==> src/rtl/fp32_pkg.sv <==
// Shared constants and FSM state type for the sequential FP32 multiplier.
package fp32_pkg;
    localparam int          BIAS    = 127;
    localparam int          EXP_W   = 8;
    localparam int          MAN_W   = 23;
    localparam logic [31:0] QNAN    = 32'h7FC0_0000;
    localparam logic [7:0]  EXP_INF = 8'hFF;

    typedef enum logic [1:0] {
        IDLE  = 2'd0,
        MULT  = 2'd1,
        NORM  = 2'd2,
        ROUND = 2'd3
    } state_t;
endpackage

==> src/rtl/fp32_round.sv <==
// Combinational round + renormalise + exponent range check for a normalised 24-bit significand.
// Round-to-nearest-even when FP32MULT_RNE_EN is defined, truncation otherwise.
module fp32_round
    import fp32_pkg::*;
(
    input  logic              sign,
    input  logic signed [9:0] exp_in,
    input  logic [23:0]       mant,
    input  logic              guard,
    input  logic              sticky,
    output logic [31:0]       res,
    output logic              ovf,
    output logic              unf
);
    logic              inc;
    logic [24:0]       sum;
    logic [MAN_W-1:0]  frac_r;
    logic signed [9:0] exp_r;
    logic              unused_gs;

    assign unused_gs = guard ^ sticky;

    always_comb begin
`ifdef FP32MULT_RNE_EN
        inc = guard & (sticky | mant[0]);
`else
        inc = 1'b0;
`endif
        sum = {1'b0, mant} + 25'(inc);
        // Carry-out means the significand rolled over to 2.0: fraction is zero, bump exponent.
        if (sum[24]) begin
            frac_r = sum[23:1];
            exp_r  = exp_in + 10'sd1;
        end else begin
            frac_r = sum[22:0];
            exp_r  = exp_in;
        end
        res = {sign, exp_r[EXP_W-1:0], frac_r};
        ovf = 1'b0;
        unf = 1'b0;
        if (exp_r >= 10'sd255) begin
            res = {sign, EXP_INF, 23'd0};
            ovf = 1'b1;
        end else if (exp_r <= 10'sd0) begin
            res = {sign, 31'd0};
            unf = 1'b1;
        end
    end
endmodule

==> src/rtl/fp32_mult_seq.sv <==
// Sequential IEEE-754 single multiplier: shift-add over 24/RADIX_BITS cycles, then NORM and ROUND.
// Optional macro FP32MULT_RNE_EN selects round-to-nearest-even (default: truncate).
module fp32_mult_seq
    import fp32_pkg::*;
#(
    parameter int RADIX_BITS = 1
) (
    input  logic        clk,
    input  logic        rst,
    input  logic        start,
    input  logic [31:0] a,
    input  logic [31:0] b,
    output logic        busy,
    output logic        done,
    output logic [31:0] result,
    output logic        ovf,
    output logic        unf,
    output logic        nan
);
    localparam int N     = 24 / RADIX_BITS;
    localparam int CNT_W = (N > 1) ? $clog2(N) : 1;

    state_t            state_q, state_d;
    logic [CNT_W-1:0]  cnt_q, cnt_d;
    logic [47:0]       ma_q, ma_d;
    logic [23:0]       mb_q, mb_d;
    logic [47:0]       acc_q, acc_d;
    logic signed [9:0] exp_q, exp_d;
    logic              sign_q, sign_d;
    logic              sp_nan_q, sp_nan_d;
    logic              sp_inf_q, sp_inf_d;
    logic              sp_zero_q, sp_zero_d;
    logic [23:0]       mant_q, mant_d;
    logic              guard_q, guard_d;
    logic              sticky_q, sticky_d;
    logic [31:0]       result_q, result_d;
    logic              ovf_q, ovf_d;
    logic              unf_q, unf_d;
    logic              nan_q, nan_d;
    logic              done_q, done_d;

    logic              a_nan, a_inf, a_zero, b_nan, b_inf, b_zero, in_nan;
    logic [31:0]       rnd_res;
    logic              rnd_ovf, rnd_unf;

    assign a_zero = (a[30:23] == 8'd0);
    assign b_zero = (b[30:23] == 8'd0);
    assign a_inf  = (a[30:23] == EXP_INF) && (a[22:0] == 23'd0);
    assign b_inf  = (b[30:23] == EXP_INF) && (b[22:0] == 23'd0);
    assign a_nan  = (a[30:23] == EXP_INF) && (a[22:0] != 23'd0);
    assign b_nan  = (b[30:23] == EXP_INF) && (b[22:0] != 23'd0);
    assign in_nan = a_nan | b_nan | (a_inf & b_zero) | (b_inf & a_zero);

    fp32_round u_round (
        .sign   (sign_q),
        .exp_in (exp_q),
        .mant   (mant_q),
        .guard  (guard_q),
        .sticky (sticky_q),
        .res    (rnd_res),
        .ovf    (rnd_ovf),
        .unf    (rnd_unf)
    );

    always_comb begin
        state_d   = state_q;
        cnt_d     = cnt_q;
        ma_d      = ma_q;
        mb_d      = mb_q;
        acc_d     = acc_q;
        exp_d     = exp_q;
        sign_d    = sign_q;
        sp_nan_d  = sp_nan_q;
        sp_inf_d  = sp_inf_q;
        sp_zero_d = sp_zero_q;
        mant_d    = mant_q;
        guard_d   = guard_q;
        sticky_d  = sticky_q;
        result_d  = result_q;
        ovf_d     = ovf_q;
        unf_d     = unf_q;
        nan_d     = nan_q;
        done_d    = 1'b0;
        unique case (state_q)
            IDLE: begin
                if (start) begin
                    ma_d      = {25'd1, a[22:0]};
                    mb_d      = {1'b1, b[22:0]};
                    acc_d     = 48'd0;
                    cnt_d     = '0;
                    sign_d    = a[31] ^ b[31];
                    exp_d     = $signed({2'b00, a[30:23]}) + $signed({2'b00, b[30:23]})
                                - 10'(BIAS);
                    sp_nan_d  = in_nan;
                    sp_inf_d  = (a_inf | b_inf) & ~in_nan;
                    sp_zero_d = (a_zero | b_zero) & ~in_nan;
                    state_d   = MULT;
                end
            end
            MULT: begin
                // Retire the low RADIX_BITS multiplier bits against the pre-shifted multiplicand.
                acc_d = acc_q + ma_q * 48'(mb_q[RADIX_BITS-1:0]);
                ma_d  = ma_q << RADIX_BITS;
                mb_d  = mb_q >> RADIX_BITS;
                cnt_d = cnt_q + 1'b1;
                if (cnt_q == CNT_W'(N - 1)) begin
                    state_d = NORM;
                end
            end
            NORM: begin
                if (acc_q[47]) begin
                    mant_d   = acc_q[47:24];
                    guard_d  = acc_q[23];
                    sticky_d = |acc_q[22:0];
                    exp_d    = exp_q + 10'sd1;
                end else begin
                    mant_d   = acc_q[46:23];
                    guard_d  = acc_q[22];
                    sticky_d = |acc_q[21:0];
                end
                state_d = ROUND;
            end
            ROUND: begin
                ovf_d = 1'b0;
                unf_d = 1'b0;
                nan_d = 1'b0;
                if (sp_nan_q) begin
                    result_d = QNAN;
                    nan_d    = 1'b1;
                end else if (sp_zero_q) begin
                    result_d = {sign_q, 31'd0};
                end else if (sp_inf_q) begin
                    result_d = {sign_q, EXP_INF, 23'd0};
                end else begin
                    result_d = rnd_res;
                    ovf_d    = rnd_ovf;
                    unf_d    = rnd_unf;
                end
                done_d  = 1'b1;
                state_d = IDLE;
            end
            default: state_d = IDLE;
        endcase
    end

    always_ff @(posedge clk or posedge rst) begin
        if (rst) begin
            state_q   <= IDLE;
            cnt_q     <= '0;
            ma_q      <= 48'd0;
            mb_q      <= 24'd0;
            acc_q     <= 48'd0;
            exp_q     <= 10'sd0;
            sign_q    <= 1'b0;
            sp_nan_q  <= 1'b0;
            sp_inf_q  <= 1'b0;
            sp_zero_q <= 1'b0;
            mant_q    <= 24'd0;
            guard_q   <= 1'b0;
            sticky_q  <= 1'b0;
            result_q  <= 32'd0;
            ovf_q     <= 1'b0;
            unf_q     <= 1'b0;
            nan_q     <= 1'b0;
            done_q    <= 1'b0;
        end else begin
            state_q   <= state_d;
            cnt_q     <= cnt_d;
            ma_q      <= ma_d;
            mb_q      <= mb_d;
            acc_q     <= acc_d;
            exp_q     <= exp_d;
            sign_q    <= sign_d;
            sp_nan_q  <= sp_nan_d;
            sp_inf_q  <= sp_inf_d;
            sp_zero_q <= sp_zero_d;
            mant_q    <= mant_d;
            guard_q   <= guard_d;
            sticky_q  <= sticky_d;
            result_q  <= result_d;
            ovf_q     <= ovf_d;
            unf_q     <= unf_d;
            nan_q     <= nan_d;
            done_q    <= done_d;
        end
    end

    assign busy   = (state_q != IDLE);
    assign done   = done_q;
    assign result = result_q;
    assign ovf    = ovf_q;
    assign unf    = unf_q;
    assign nan    = nan_q;
endmodule
==> config.mk <==
export PLATFORM = sky130hd
export DESIGN_NAME = fp32_mult_seq
export DESIGN_NICKNAME = d
export VERILOG_FILES = /design/src/rtl/fp32_pkg.sv /design/src/rtl/fp32_round.sv /design/src/rtl/fp32_mult_seq.sv
export SDC_FILE = /design/constraint.sdc
export NUM_CORES = 1
export LEC_CHECK = 0
export BUFFER_PORTS_ARGS = -buffer_cell sky130_fd_sc_hd__buf_2
export CAP_MARGIN = 0
export CORE_ASPECT_RATIO = 1.5
export CORE_UTILIZATION = 31
export DETAILED_ROUTE_END_ITERATION = 6
export PLACE_DENSITY = 0.55
export REMOVE_ABC_BUFFERS = 1
export SETUP_SLACK_MARGIN = 0.05
export SLEW_MARGIN = 0
export SYNTH_ARGS = -nofsm -noshare
export SYNTH_HDL_FRONTEND = slang
export SYNTH_SLANG_ARGS = --single-unit
==> constraint.sdc <==
create_clock -name clk -period 21.2 [get_ports clk]
set_input_delay 4.24 -clock clk [delete_from_list [all_inputs] [get_ports clk]]
set_output_delay 4.24 -clock clk [all_outputs]
set_load 0.1 [all_outputs]
* After elaboration in Yosys (flattened, before gate mapping)
Index checks and enable logic that the tools add are counted.
Widths: inputs -> output; s select.
** Word-level totals
- Input port bits :: 67
- Output and inout bits :: 37
- Bits in registers :: 200
** Operators by class
- $add $sub $neg :: 5
- Bitwise logic cells :: 11
- $mul :: 1
- Reductions and logical operators :: 18
- Muxes and demuxes :: 31
- Eq/ne operators :: 9
- Order comparisons :: 2
** Operator list (count)
- $pmux 48 s2 :: 2
- $mux 31 :: 4
- $mux 48 :: 2
- $add 48x48->48 :: 1
- $mul 48x1->48 :: 1
- $pmux 24 s2 :: 1
- $logic_not 23->1 :: 2
- $reduce_bool 23->1 :: 2
- $mux 32 :: 1
- $mux 24 :: 1
- $mux 23 :: 1
- $mux 10 :: 2
- $pmux 10 s2 :: 1
- $eq 8x8->1 const B :: 2
- $logic_not 8->1 :: 2
- $mux 1 :: 11
- $add 10x2->10 const B :: 1
- $ge 10x9->1 const B :: 1
- $le 10x1->1 const B :: 1
- $pmux 5 s2 :: 1
- $sub 9x7->10 const B :: 1
- $add 8x8->9 :: 1
- $pmux 2 s4 :: 1
- $ne 2x2->1 const B :: 3
- 15 further kinds :: 31

* Depth between registers and ports, before layout
- Depth in word-level cells :: 7
- Mapped depth :: 15
- Mapped depth without buffers :: 13

* Modules after synthesis
From an unflattened synthesis, not the netlist that was laid out.
** Unflattened totals
- Cells, all modules :: 1377
- Area, all modules :: 12323.1 µm²
** Modules (own cells, without submodules)
- fp32_mult_seq :: cells an instance 1320, times used 1, area each 11935.2 µm², seq. area each 5079.9 µm²
- fp32_round :: cells an instance 57, times used 1, area each 387.9 µm², seq. area each 0.0 µm²

* Least setup slack after synthesis
Ideal clock, no wire load.
- Path type :: input-to-reg
- From :: in a[24]
- To :: reg exp_q[7]
- Setup slack :: 15.113 ns
- Buffers on the path :: 0
- Stages :: 11
- Arrival :: 6.010 ns
- Library setup time :: 0.077 ns
- Cell sequence :: ha_1 -> ha_1 -> fa_1 -> a21oi_1 -> nor2_1 -> nor2_1 -> nor2b_1 -> o21ai_0 -> a21oi_1 -> nand2b_1 -> a21oi_1
** On the way
- Longest elaborated chain between the ends :: 4
** RTL lines
- from (decl) :: RTL line fp32_mult_seq.sv:11 : input logic [31:0] a,
- $add 8x8->9 :: RTL line fp32_mult_seq.sv:92 : exp_d = $signed({2'b00, a[30:23]}) + $signed({2'b00, b[30:23]})
- $sub 9x7->10 :: RTL line fp32_mult_seq.sv:93 : - 10'(BIAS);
- $mux 10 :: RTL line fp32_mult_seq.sv:86 : if (start) begin
- $pmux 10 s2 :: RTL line fp32_mult_seq.sv:84 : unique case (state_q)
- to (signal assigned) :: RTL line fp32_mult_seq.sv:172 : exp_q <= exp_d;
- to (decl) :: RTL line fp32_mult_seq.sv:28 : logic signed [9:0] exp_q, exp_d;
No other way between the ends. The select of a mux whose other input is x is not followed.
A chain may end at the register's enable or synchronous reset.

* Worst setup path after layout
- From :: reg state_q[0]
- To :: out busy
** On the way
- Longest elaborated chain between the ends :: 1
** RTL lines
- from (decl) :: RTL line fp32_mult_seq.sv:23 : state_t state_q, state_d;
- from (signal assigned) :: RTL line fp32_mult_seq.sv:167 : state_q <= state_d;
- $reduce_bool 2->1 :: RTL line fp32_mult_seq.sv:188 : assign busy = (state_q != IDLE);
- to (decl) :: RTL line fp32_mult_seq.sv:13 : output logic busy,
No other way between the ends.

==> impl_metrics.prom <==
# TYPE chip_impl_metric gauge
chip_impl_metric{name="cts.sinks",unit=""} 200
chip_impl_metric{name="chipWidth",unit="um"} 161.9
chip_impl_metric{name="use_met2",unit="%"} 27.80
chip_impl_metric{name="depth_of_the_most_critical_reg_to_reg_path",unit=""} 13
chip_impl_metric{name="drt-vias-per-instance",unit=""} 5.079
chip_impl_metric{name="hold_slack",unit="ns"} 0.4847
chip_impl_metric{name="ys_ff_latch",unit=""} 200
chip_impl_info{name="cts_root_buffer",value="clkbuf_16"} 1
chip_impl_metric{name="synthXorXnorAreaFrac",unit="%"} 3.610
chip_impl_metric{name="critPathArrivalTime",unit="ns"} 1.87
chip_impl_metric{name="io_pins",unit=""} 104
chip_impl_info{name="largest_family_of_logic_cells_by_synthesized_area",value="compound AO/OA/AOI/OAI gates"} 1
chip_impl_info{name="synth.most_common_cell",value="dfrtp_1"} 1
chip_impl_metric{name="synth_enable_flop_cells",unit=""} 0
chip_impl_metric{name="buffers_inserted_during_post_cts_setup_optimization",unit=""} 0
chip_impl_metric{name="worst-endpoint-required",unit="ns"} 16.96
chip_impl_info{name="crit_path_start",value="state_q[0]$_DFFE_PP0P_"} 1
chip_impl_metric{name="timing.hold.worst_path_depth",unit=""} 2
chip_impl_metric{name="share_clk_of_total_power",unit="%"} 18.4
chip_impl_info{name="crit_path_frequent_cell",value="inv_1"} 1
chip_impl_metric{name="hold_violations",unit=""} 0
chip_impl_metric{name="switchingPower",unit="mW"} 0.8177
chip_impl_metric{name="syn_to_final_growth",unit="%"} 12.53
chip_impl_info{name="synth.area.top_cells",value="dfrtp_1 42%, ha_1 7.4%, o21ai_0 6.0%"} 1
chip_impl_metric{name="synth-compound-area-share",unit="%"} 20.43
chip_impl_metric{name="min_period",unit="ns"} 6.114
chip_impl_metric{name="clkLatencyLatePin",unit="ns"} 0.44
chip_impl_metric{name="numPortBuffers",unit=""} 103
chip_impl_metric{name="power.density",unit="nW/um2"} 129.1
chip_impl_metric{name="drc",unit=""} 0
chip_impl_info{name="crit_chain",value="inv_1 -> ha_1 -> inv_1 -> buf_2"} 1
chip_impl_metric{name="gr-usage-met3",unit="%"} 1.852
chip_impl_metric{name="final_cell_count_no_fill",unit=""} 1900
chip_impl_metric{name="cell_internal_pwr",unit="mW"} 0.9099
chip_impl_metric{name="ys.warnings.count",unit=""} 0
chip_impl_metric{name="combPwrFrac",unit="%"} 47.1
chip_impl_metric{name="synth_cells",unit=""} 1341
chip_impl_metric{name="maxCapViolations",unit=""} 0
chip_impl_info{name="grt-busiest-layer",value="met2"} 1
chip_impl_metric{name="worst-path-max-fanout",unit=""} 7
chip_impl_metric{name="number_of_antenna_violations_at_the_first_check_in_global_routing",unit=""} 0
chip_impl_info{name="synth_top_cell_by_area",value="dfrtp_1"} 1
chip_impl_metric{name="placedCellCount",unit=""} 1868
chip_impl_metric{name="setup_viols_final",unit=""} 0
chip_impl_metric{name="nFillCells",unit=""} 3928
chip_impl_info{name="worst_setup_path_start_kind",value="register"} 1
chip_impl_metric{name="yosys.area_share.simple",unit="%"} 16.45
chip_impl_info{name="worst_reg2reg_endpoint",value="acc_q[42]$_DFFE_PP0P_"} 1
chip_impl_metric{name="number_of_buffers_created_by_cts",unit=""} 17
chip_impl_info{name="min_to",value="mb_q[7]$_DFFE_PP0P_"} 1
chip_impl_metric{name="post_synth_fa_ha_maj_area_fraction",unit="%"} 7.704
chip_impl_metric{name="maximum_number_of_pins_on_one_net_before_global_route_repair",unit=""} 137
chip_impl_info{name="criticalPathCategory",value="reg -> out"} 1
chip_impl_metric{name="power.share.switching",unit="%"} 47.33
chip_impl_metric{name="cts_buffer_depth",unit=""} 2
chip_impl_metric{name="drt-initial-drc-count",unit=""} 450
chip_impl_metric{name="finalClockSkew",unit="ns"} 0.01692
chip_impl_metric{name="setup_tns",unit="ns"} 0
chip_impl_metric{name="max_freq",unit="GHz"} 0.1636
chip_impl_metric{name="detailedPlacementHpwl",unit="um"} 20890
chip_impl_metric{name="antenna_cells",unit=""} 0
chip_impl_info{name="regToRegStartpoint",value="mb_q[0]$_DFFE_PP0P_"} 1
chip_impl_metric{name="globalRoute.totalOverflow",unit=""} 0
chip_impl_metric{name="core",unit="um2"} 37660
chip_impl_metric{name="start_util",unit="%"} 31.57
chip_impl_metric{name="final_layout_size_suffix_gt1_share",unit="%"} 11.06
chip_impl_metric{name="area_used_by_multi_input_combinational_logic",unit="um2"} 6407
chip_impl_metric{name="floorplan.die.height",unit="um"} 241.8
chip_impl_metric{name="reg2reg_slack",unit="ns"} 17.31
chip_impl_metric{name="clock_tree.htree_level_count",unit=""} 4
chip_impl_info{name="min-delay-start",value="mb_q[7]$_DFFE_PP0P_"} 1
chip_impl_metric{name="ant_nets",unit=""} 0
chip_impl_metric{name="routed_wirelength",unit="um"} 29180
chip_impl_metric{name="gr-usage-all-layers",unit="%"} 15.48
chip_impl_metric{name="clk_transition_reported_paths",unit="ns"} 0.08
chip_impl_metric{name="yosys-mux-area-fraction",unit="%"} 5.567
chip_impl_info{name="outcome",value="finished, final reports clean"} 1
chip_impl_info{name="cts_tree",value="yes"} 1
chip_impl_metric{name="detailedRoute.firstPassIterationCount",unit=""} 7
chip_impl_metric{name="cts.repair.resized",unit=""} 0
chip_impl_metric{name="fin_crit_sh",unit="%"} 28.84
chip_impl_info{name="critical-path-top-delay-family",value="buffers and inverters"} 1
chip_impl_metric{name="regArea",unit="um2"} 5005
chip_impl_metric{name="maxSlewViolCount",unit=""} 0
chip_impl_metric{name="gr-usage-met1",unit="%"} 18.93
chip_impl_metric{name="p_leak",unit="nW"} 5.936
chip_impl_info{name="critical-path-slowest-cell",value="buf_2"} 1
chip_impl_info{name="rsz0062_at_grt",value="no"} 1
chip_impl_metric{name="route.vias.total",unit=""} 9650
chip_impl_metric{name="syn_area",unit="um2"} 11890
chip_impl_metric{name="part_of_the_yosys_area_used_for_sequential_elements",unit="%"} 42.10
chip_impl_metric{name="post_drt_wl_per_cell",unit="um"} 15.36
chip_impl_metric{name="die_area",unit="um2"} 39150
chip_impl_info{name="synthFlopType",value="dfrtp_1"} 1
chip_impl_metric{name="core.rowCount",unit=""} 87
chip_impl_metric{name="grt_first_pass_wirelength",unit="um"} 49330
chip_impl_metric{name="worstPathBufferInverterCount",unit=""} 3
chip_impl_metric{name="average_footprint_of_a_synthesized_cell",unit="um2"} 8.866
chip_impl_metric{name="final_nets",unit=""} 1537
chip_impl_info{name="synth_commonest_cells",value="200 x dfrtp_1, 161 x nand2_1, 142 x o21ai_0"} 1
chip_impl_metric{name="timing.critical_path.slowest_cell_delay",unit="ns"} 0.45
chip_impl_metric{name="async_flop_share",unit="%"} 100.0
chip_impl_metric{name="grt_pass1_vias",unit=""} 9724
chip_impl_metric{name="sequential_cell_fraction_of_total_power",unit="%"} 34.5
chip_impl_metric{name="place.gp.congestion",unit=""} 0.8380
chip_impl_metric{name="ir_worst_vdd",unit="uV"} 89.79
chip_impl_metric{name="yosysUniqueCellTypes",unit=""} 60
chip_impl_metric{name="synthDominantCellAreaShare",unit="%"} 42.10
chip_impl_info{name="cp-end-kind",value="output port"} 1
chip_impl_metric{name="worst_slew_margin_rel",unit="%"} 24.46
chip_impl_metric{name="worstMarginPinSlew",unit="ns"} 1.133
chip_impl_info{name="hold_class",value="reg -> reg"} 1
chip_impl_metric{name="cts_hold_repair.buffers",unit=""} 0
## worst register-to-register path: cells and delay by family (launching register included)
family | cells | cell delay [ns]
adder cells (fa/ha/maj) | 2 | 0.64
buffers and inverters | 1 | 0.27
flip-flops | 1 | 0.37
AO/OA/AOI/OAI | 8 | 2.17
AND/OR/NAND/NOR | 2 | 0.36
## layout make-up
| class | count | share of cell area (%) |
|---|---|---|
| multi-input combinational | 1013 | 47.89 |
| sequential | 200 | 37.41 |
| tap | 489 | 4.573 |
| timing repair buffer | 113 | 4.414 |
| clock buffer | 22 | 3.544 |
| inverter | 53 | 1.543 |
| clock inverter | 10 | 0.6266 |
## state kept, by name (all words and copies together), names as in the netlist, 2 cells and up
name     flops
acc_q       48
exp_q       10
ma_q        48
state_q      2
cnt_q        5
mb_q        24
result      32
mant_q      23
## metal layers
| metal | share of wire [%] | vias to the layer above |
|---|---|---|
| met4 | 1.4 | 0 |
| li1 | - | 4849 |
| met1 | 44 | 4652 |
| met3 | 2.1 | 22 |
| met2 | 52 | 127 |
| met5 | 0 | - |
## power groups by stage
stage | registers (mW) | clock network (mW) | logic [mW]
after global routing | 0.615 | 0.340 | 0.907
final | 0.596 | 0.318 | 0.813
after floorplan | 0.737 | 0 | 0.489
after detailed placement | 0.605 | 0 | 0.821
after CTS | 0.598 | 0.327 | 0.823
after global placement | 0.601 | 0 | 0.808
## how the worst max path moves through the flow
stage | to | slack [ns] | cells past startpoint
floorplan | acc_q[0]$_DFFE_PP0P_ | 11.51 | 1
global placement | exp_q[7]$_DFFE_PP0P_ | 14.83 | 12
detailed placement | exp_q[7]$_DFFE_PP0P_ | 14.80 | 12
CTS | busy | 15.04 | 4
global route | busy | 14.98 | 4
finish | busy | 15.09 | 4
## through the flow
stage / area, um2 / setup WS (ns) / util, % / total power, mW
floorplan: 11590 / 11.51 / - / 1.226
global route: 13380 / 14.98 / 35.52 / 1.862
detailed placement: 12820 / 14.80 / 34.04 / 1.426
CTS: 13380 / 15.04 / 35.52 / 1.749
finish: 13380 / 15.09 / 35.52 / 1.728
global placement: 12820 / 14.83 / 34.04 / 1.409
## cells by family after synthesis
group | after synthesis
simple gates | 423
xor+xnor | 49
flops | 200
buf+inv | 128
mux | 66
compound gates | 403
fa+ha+maj | 72
## cells in the final DEF, fill, tap and decap left out, types with 17 or more instances in the layout
cell type / synthesis / final
xnor2_1: 27 / 27
a21oi_1: 112 / 112
clkbuf_16: 0 / 17
o21ai_0: 142 / 142
buf_2: 7 / 103
mux2i_1: 65 / 65
a22o_1: 31 / 31
nand3_1: 22 / 22
nand2_1: 161 / 161
dfrtp_1: 200 / 200
xor2_1: 22 / 22
inv_1: 53 / 52
nor2_1: 111 / 111
and2_1: 50 / 50
ha_1: 70 / 68
a21o_1: 25 / 25
Note: power is estimated with default switching activity, not from simulation.
